[config.mk]
export PLATFORM = sky130hd
export DESIGN_NAME = sim_sequencer
export DESIGN_NICKNAME = d
export VERILOG_FILES = /design/src/rtl/sim_sequencer.sv
export SDC_FILE = /design/constraint.sdc
export NUM_CORES = 1
export LEC_CHECK = 0
export ABC_AREA = 1
export CAP_MARGIN = 25
export CORE_MARGIN = 2
export CORE_UTILIZATION = 55
export DETAILED_ROUTE_END_ITERATION = 10
export GPL_TIMING_DRIVEN = 0
export PLACE_DENSITY = 0.9
export SLEW_MARGIN = 10
export SYNTH_ARGS = -nofsm -noshare
export SYNTH_HDL_FRONTEND = slang
export SYNTH_SLANG_ARGS = --single-unit
[constraint.sdc]
create_clock -name clk -period 7.35 [get_ports clk]
set_clock_uncertainty 0.2 [all_clocks]
set_input_delay 1.1025 -clock clk [delete_from_list [all_inputs] [get_ports clk]]
set_output_delay 1.1025 -clock clk [all_outputs]
set_load 0.02 [all_outputs]
[src/rtl/sim_sequencer.sv]
// Simulation sweep sequencer.
// Waits spd_l cycles, then walks every cell of a res_l x res_l grid in raster
// order through a valid/ready handshake, pulses done and counts the sweep.
// Resolution and speed are latched only when entering WAIT, so the engine
// always sees a stable grid for the whole sweep.
module sim_sequencer #(
  parameter int STEP_W = 16
) (
  input  logic              clk,
  input  logic              rst_n,
  input  logic              game_active_i,
  input  logic [8:0]        resolution_i,
  input  logic [11:0]       speed_i,
  input  logic              cell_ready_i,
  output logic              cell_valid_o,
  output logic [8:0]        cell_x_o,
  output logic [8:0]        cell_y_o,
  output logic              sweep_start_o,
  output logic              sweep_done_o,
  output logic              busy_o,
  output logic [STEP_W-1:0] step_count_o
);

  typedef enum logic [1:0] {
    S_IDLE  = 2'd0,
    S_WAIT  = 2'd1,
    S_SWEEP = 2'd2,
    S_DONE  = 2'd3
  } state_t;

  state_t            state_q;
  logic [8:0]        res_q;
  logic [11:0]       spd_q;
  logic [11:0]       timer_q;
  logic [8:0]        x_q, y_q;
  logic              start_q;
  logic [STEP_W-1:0] step_q;

  // Values to latch on entry to WAIT; zero is clamped to one.
  logic [8:0]  res_d;
  logic [11:0] spd_d;
  logic        xfer, last_x, last_y, wait_end;

  // Input clamping and sweep position decode.
  always_comb begin
    res_d    = (resolution_i == 9'd0) ? 9'd1 : resolution_i;
    spd_d    = (speed_i == 12'd0) ? 12'd1 : speed_i;
    xfer     = (state_q == S_SWEEP) && cell_ready_i;
    last_x   = (x_q == res_q - 9'd1);
    last_y   = (y_q == res_q - 9'd1);
    wait_end = (timer_q == spd_q - 12'd1);
  end

  // Sequencer FSM with its timer, coordinates and sweep counter.
  always_ff @(posedge clk or negedge rst_n) begin
    if (!rst_n) begin
      state_q <= S_IDLE;
      res_q   <= 9'd1;
      spd_q   <= 12'd1;
      timer_q <= '0;
      x_q     <= '0;
      y_q     <= '0;
      start_q <= 1'b0;
      step_q  <= '0;
    end else begin
      case (state_q)
        S_IDLE: begin
          if (game_active_i) begin
            state_q <= S_WAIT;
            res_q   <= res_d;
            spd_q   <= spd_d;
            timer_q <= '0;
          end
        end
        S_WAIT: begin
          if (!game_active_i) begin
            state_q <= S_IDLE;
            timer_q <= '0;
          end else if (wait_end) begin
            state_q <= S_SWEEP;
            timer_q <= '0;
            x_q     <= '0;
            y_q     <= '0;
            start_q <= 1'b1;
          end else begin
            timer_q <= timer_q + 12'd1;
          end
        end
        S_SWEEP: begin
          // The start pulse covers only the first SWEEP cycle, stalled or not.
          start_q <= 1'b0;
          if (xfer) begin
            if (!last_x) begin
              x_q <= x_q + 9'd1;
            end else begin
              x_q <= '0;
              if (last_y) begin
                // Count is already updated while DONE is presented.
                y_q     <= '0;
                state_q <= S_DONE;
                step_q  <= step_q + 1'b1;
              end else begin
                y_q <= y_q + 9'd1;
              end
            end
          end
        end
        S_DONE: begin
          if (game_active_i) begin
            state_q <= S_WAIT;
            res_q   <= res_d;
            spd_q   <= spd_d;
            timer_q <= '0;
          end else begin
            state_q <= S_IDLE;
          end
        end
        default: state_q <= S_IDLE;
      endcase
    end
  end

  // Outputs decode straight from registers, so reset clears them at once.
  always_comb begin
    cell_valid_o  = (state_q == S_SWEEP);
    cell_x_o      = cell_valid_o ? x_q : 9'd0;
    cell_y_o      = cell_valid_o ? y_q : 9'd0;
    sweep_start_o = start_q && (state_q == S_SWEEP);
    sweep_done_o  = (state_q == S_DONE);
    busy_o        = (state_q != S_IDLE);
    step_count_o  = step_q;
  end

endmodule

# == Yosys cells after proc, flatten, opt, wreduce, memory -nomap -nowiden ==
# Cells that the tools add are included.
# word_totals
reg_bits,70
out_inout_bits,38
wordCells,72
inputBits,25
# op_classes
n_addsub,6
n_eq_ne,14
reduce_logical,16
n_mux,28
# op_table
cell,count
9-bit two-way mux,10
12-bit two-way mux,4
9-bit case mux with 2 select lines,2
12-bit case mux with 2 select lines,1
9-bit by 1-bit adder with 9-bit output (second input constant),2
9-bit == test,2
16-bit by 1-bit adder with 16-bit output (second input constant),1
12-bit by 1-bit adder with 12-bit output (second input constant),1
12-bit == test,1
12-bit zero test,1
2-bit two-way mux,6
12-bit by 1-bit subtractor with 12-bit output (second input constant),1
5-bit AND reduction,2
9-bit zero test,1
9-bit by 1-bit subtractor with 9-bit output (second input constant),1
2-bit by 1-bit != test with 1-bit output (second input constant),4
2-bit case mux with 4 select lines,1
4-bit AND reduction,2
2-bit != test (second input constant),3
2-bit nonzero test,3
2-bit == test (second input constant),2
2-bit AND reduction,2
1-bit two-way mux,3
3-bit != test (second input constant),1
6 further kinds,7

# == Depth between registers and ports, before layout ==
# logic_depth
ltp_word,6
mapped_depth,17
depth_no_buf,17

# == Worst setup path after synthesis ==
# Ideal clock, no wire load.
# synth_path
kind,flip-flop to output port
from,reg state_q[0]
to,out cell_x_o[0]
path_slack_ns,4.249
required_ns,6.048
path_stages_with_launch,7
arrival_time_ns,1.798
path_buffers,2
cell_sequence,dfrtp_1 inv_1 ha_1 clkbuf_1 clkbuf_1 nand2_1 inv_1
# synth_between
elab_chain_cells,2
# synth_rtl
element,line_no,source
from (decl),31,state_t state_q;
from (signal assigned),57,state_q <= S_IDLE;
from (signal assigned),69,state_q <= S_WAIT;
from (signal assigned),77,state_q <= S_IDLE;
2-bit == test,125,cell_valid_o = (state_q == S_SWEEP);
via cell_valid_o,15,"output logic cell_valid_o,"
9-bit two-way mux,126,cell_x_o = cell_valid_o ? x_q : 9'd0;
to (decl),16,"output logic [8:0] cell_x_o,"
# The timed path passes the listed nets, and every way through them passes these cells.

# == Worst setup path after layout ==
# layout_path
from,reg state_q[0]
to,out cell_y_o[1]
# layout_between
elab_chain_cells,2
# layout_rtl
element,line_no,source
2-bit == test,125,
9-bit two-way mux,127,cell_y_o = cell_valid_o ? y_q : 9'd0;
to (decl),17,"output logic [8:0] cell_y_o,"
# No other way between the ends.

==> impl_metrics.ini <==
[timing]
slew_headroom = 0.646
final.period_utilization = 0.580
worst_slew_pin_slew_ns = 0.531
finalSetupTns_ns = 0
finalHoldViolations = 0
max_freq_mhz = 234
rsz0062_at_grt = false
setup_viol_count_final = 0
setup_ws_ns = 3.08
fin_hold_ws_ns = 0.293
period_needed_ns = 4.27
slew_violations = 0

[yosys]
syn_inst = 733
synth.most_common_cell = nand2_1
syn_area_per_cell_um2 = 6.92
syn-cell-area_um2 = 5070
ys_ff_latch = 70
yosys_warnings = 0
synth_edf_count = 0
synth_top_area_cell = dfrtp_1
yosys_most_used_dff = dfrtp_1
netlist_top_cells_area = dfrtp_1, nand2_1, inv_1
synth_cell_types = 38
synth-async-reset-ratio = 1.00
synth_commonest_cells = nand2_1, inv_1, dfrtp_1
netlist.area_leader.share = 0.335
yosysSeqAreaShare = 0.346
synth_nets = 769

[global_routing]
grt_pass1_vias = 4651
gr-total-overflow = 0
grt_usage = 0.251
grt_max_degree = 38
grt_pass1_wl_um = 20400
antenna_found_initial = 0

[worst_setup_path]
crit_arrival_ns = 2.96
crit_path_end_kind = output port
critical_path.max_fanout = 10
cp.required_ns = 6.05
critPathKind = reg -> out
worst_setup_path_start_kind = flip-flop
rrSetupSlack_ns = 4.61

[cts]
clockRootBuffer = clkbuf_8
clk_pin_slew_ns = 0.07
clockBufferDepth = 2
cts_tree = built
cts_resized = 0
worstSkewPairLatency_ns = 0.34
post-cts-setup-buffer-count = 0
htree_levels = 3
cts_hold_buffers = 0
cts.sinks = 70
cts_buffers = 9

[floorplanning]
core_area_um2 = 9110
die_y_um = 100
die_area_um2 = 10000
die_w_um = 100
start_util = 0.557
io_pins = 63
rows = 35

[drt]
post_drt_wl_per_cell_um = 12.6
first_pass_iters = 5
vias = 4839
drc = 0
avgViaCountPerCell = 5.24
drt_wl_total_um = 11600
postRouteAntennaNets = 0
drt_iter0_drc = 279

[status]
outcome = finished, final reports clean

[placed_design]
place_congestion = 0.935
dp_hpwl_um = 9190
port_buffers = 62
dpl_worst_slack_ns = 3.45

[finish]
nNetsFinal = 843
diodes = 0
drive_gt1_frac = 0.0936
multiInputGateArea_um2 = 2800
area_delta_synth_final_pct = 18.4
register_area_um2 = 1750
fill_cells = 808

[pwr]
p_leak_nw = 2.96
pwr_density_cell_nw_per_um2 = 294
ir_worst_vdd_mv = 0.172

[job]
cap_violations = 0

[hold_path]
hold_class = reg -> reg
[stage by stage]
stage          utilization  instance area [µm²]  total power [mW]  cells
2_1_floorplan            -                 5070              1.27    733
3_3_place_gp         0.640                 5830              1.47    906
3_5_place_dp         0.642                 5850              1.50    907
4_1_cts              0.660                 6010              1.76    923
5_1_grt              0.660                 6010              1.93    923
6_report             0.660                 6010              1.77    923
[area by class of cell]
type	instances	share of cell area
Buffer	15	0.0119
Multi-Input combinational cell	529	0.466
Timing Repair Buffer	63	0.106
Sequential cell	70	0.292
Tap cell	111	0.0231
Clock inverter	5	0.00458
Clock buffer	11	0.0219
Inverter	119	0.0743
[cells in the final DEF, fill, tap and decap left out, types with 4 or more instances in the layout]
master             n
nand2_1          216
inv_1            114
dfrtp_1           68
nor2_1            62
clkdlybuf4s50_1   61
nand3_1           54
o21ai_0           34
xor2_1            29
nand4_1           21
clkbuf_1          14
o21ai_2           14
nor2_2            11
nor3_1            11
ha_1              11
xnor2_1           10
clkbuf_8           9
nand2_2            7
nor4_1             7
nor2_4             6
a21oi_1            6
nand3b_1           5
inv_2              4
o22ai_1            4
clkinv_2           4
[logic make-up after synthesis]
| kind of cell | after synthesis | synth area share |
|---|---|---|
| flops | 70 | 0.346 |
| compound gates | 67 | 0.0856 |
| simple gates | 412 | 0.372 |
| fa+ha+maj | 11 | 0.0271 |
| buf+inv | 134 | 0.102 |
| xor+xnor | 39 | 0.0673 |
[critical path: stages (launching register included)]
cell             delay [ns]
dfrtp_1                0.47
inv_1                  0.15
ha_1                   0.35
clkbuf_1               0.44
buf_1                  0.41
nand2_1                0.12
inv_1                  0.07
clkdlybuf4s50_1        0.60
[worst paths after layout]
| path | from | end | cells past startpoint |
|---|---|---|---|
| setup reg to reg | res_q[0] | step_count_o[4] | 14 |
| hold / removal | spd_q[11] | spd_q[11] | 2 |
| hold reg to reg | spd_q[11] | spd_q[11] | 2 |
| setup / recovery | state_q[0] | cell_y_o[1] | 7 |
| min in group asynchronous | rst_n | x_q[6] | 1 |
| max in group asynchronous | rst_n | timer_q[10] | 2 |
[flip-flops by register name, summed over array words and instances, names as in the netlist, named ones only]
| name | cells |
|---|---|
| y_q | 9 |
| timer_q | 12 |
| start_q | 1 |
| spd_q | 12 |
| state_q | 1 |
| step_count_o | 16 |
| x_q | 9 |
| res_q | 9 |
[layer usage]
metal  vias to the layer above  wire [µm]  GRT usage
li1                       2458          -          -
met1                      2261       5210      0.328
met2                       103       5810      0.436
met3                        17        423     0.0306
met4                         0        180     0.0790
met5                         -          0          0
[where the power goes]
part | internal (mW) | total (mW) | switching (mW)
combinational | 0.317 | 0.911 | 0.594
sequential | 0.486 | 0.591 | 0.105
clock | 0.120 | 0.264 | 0.144
total | 0.923 | 1.77 | 0.843
No activity file was read; power rests on OpenSTA's default activity.
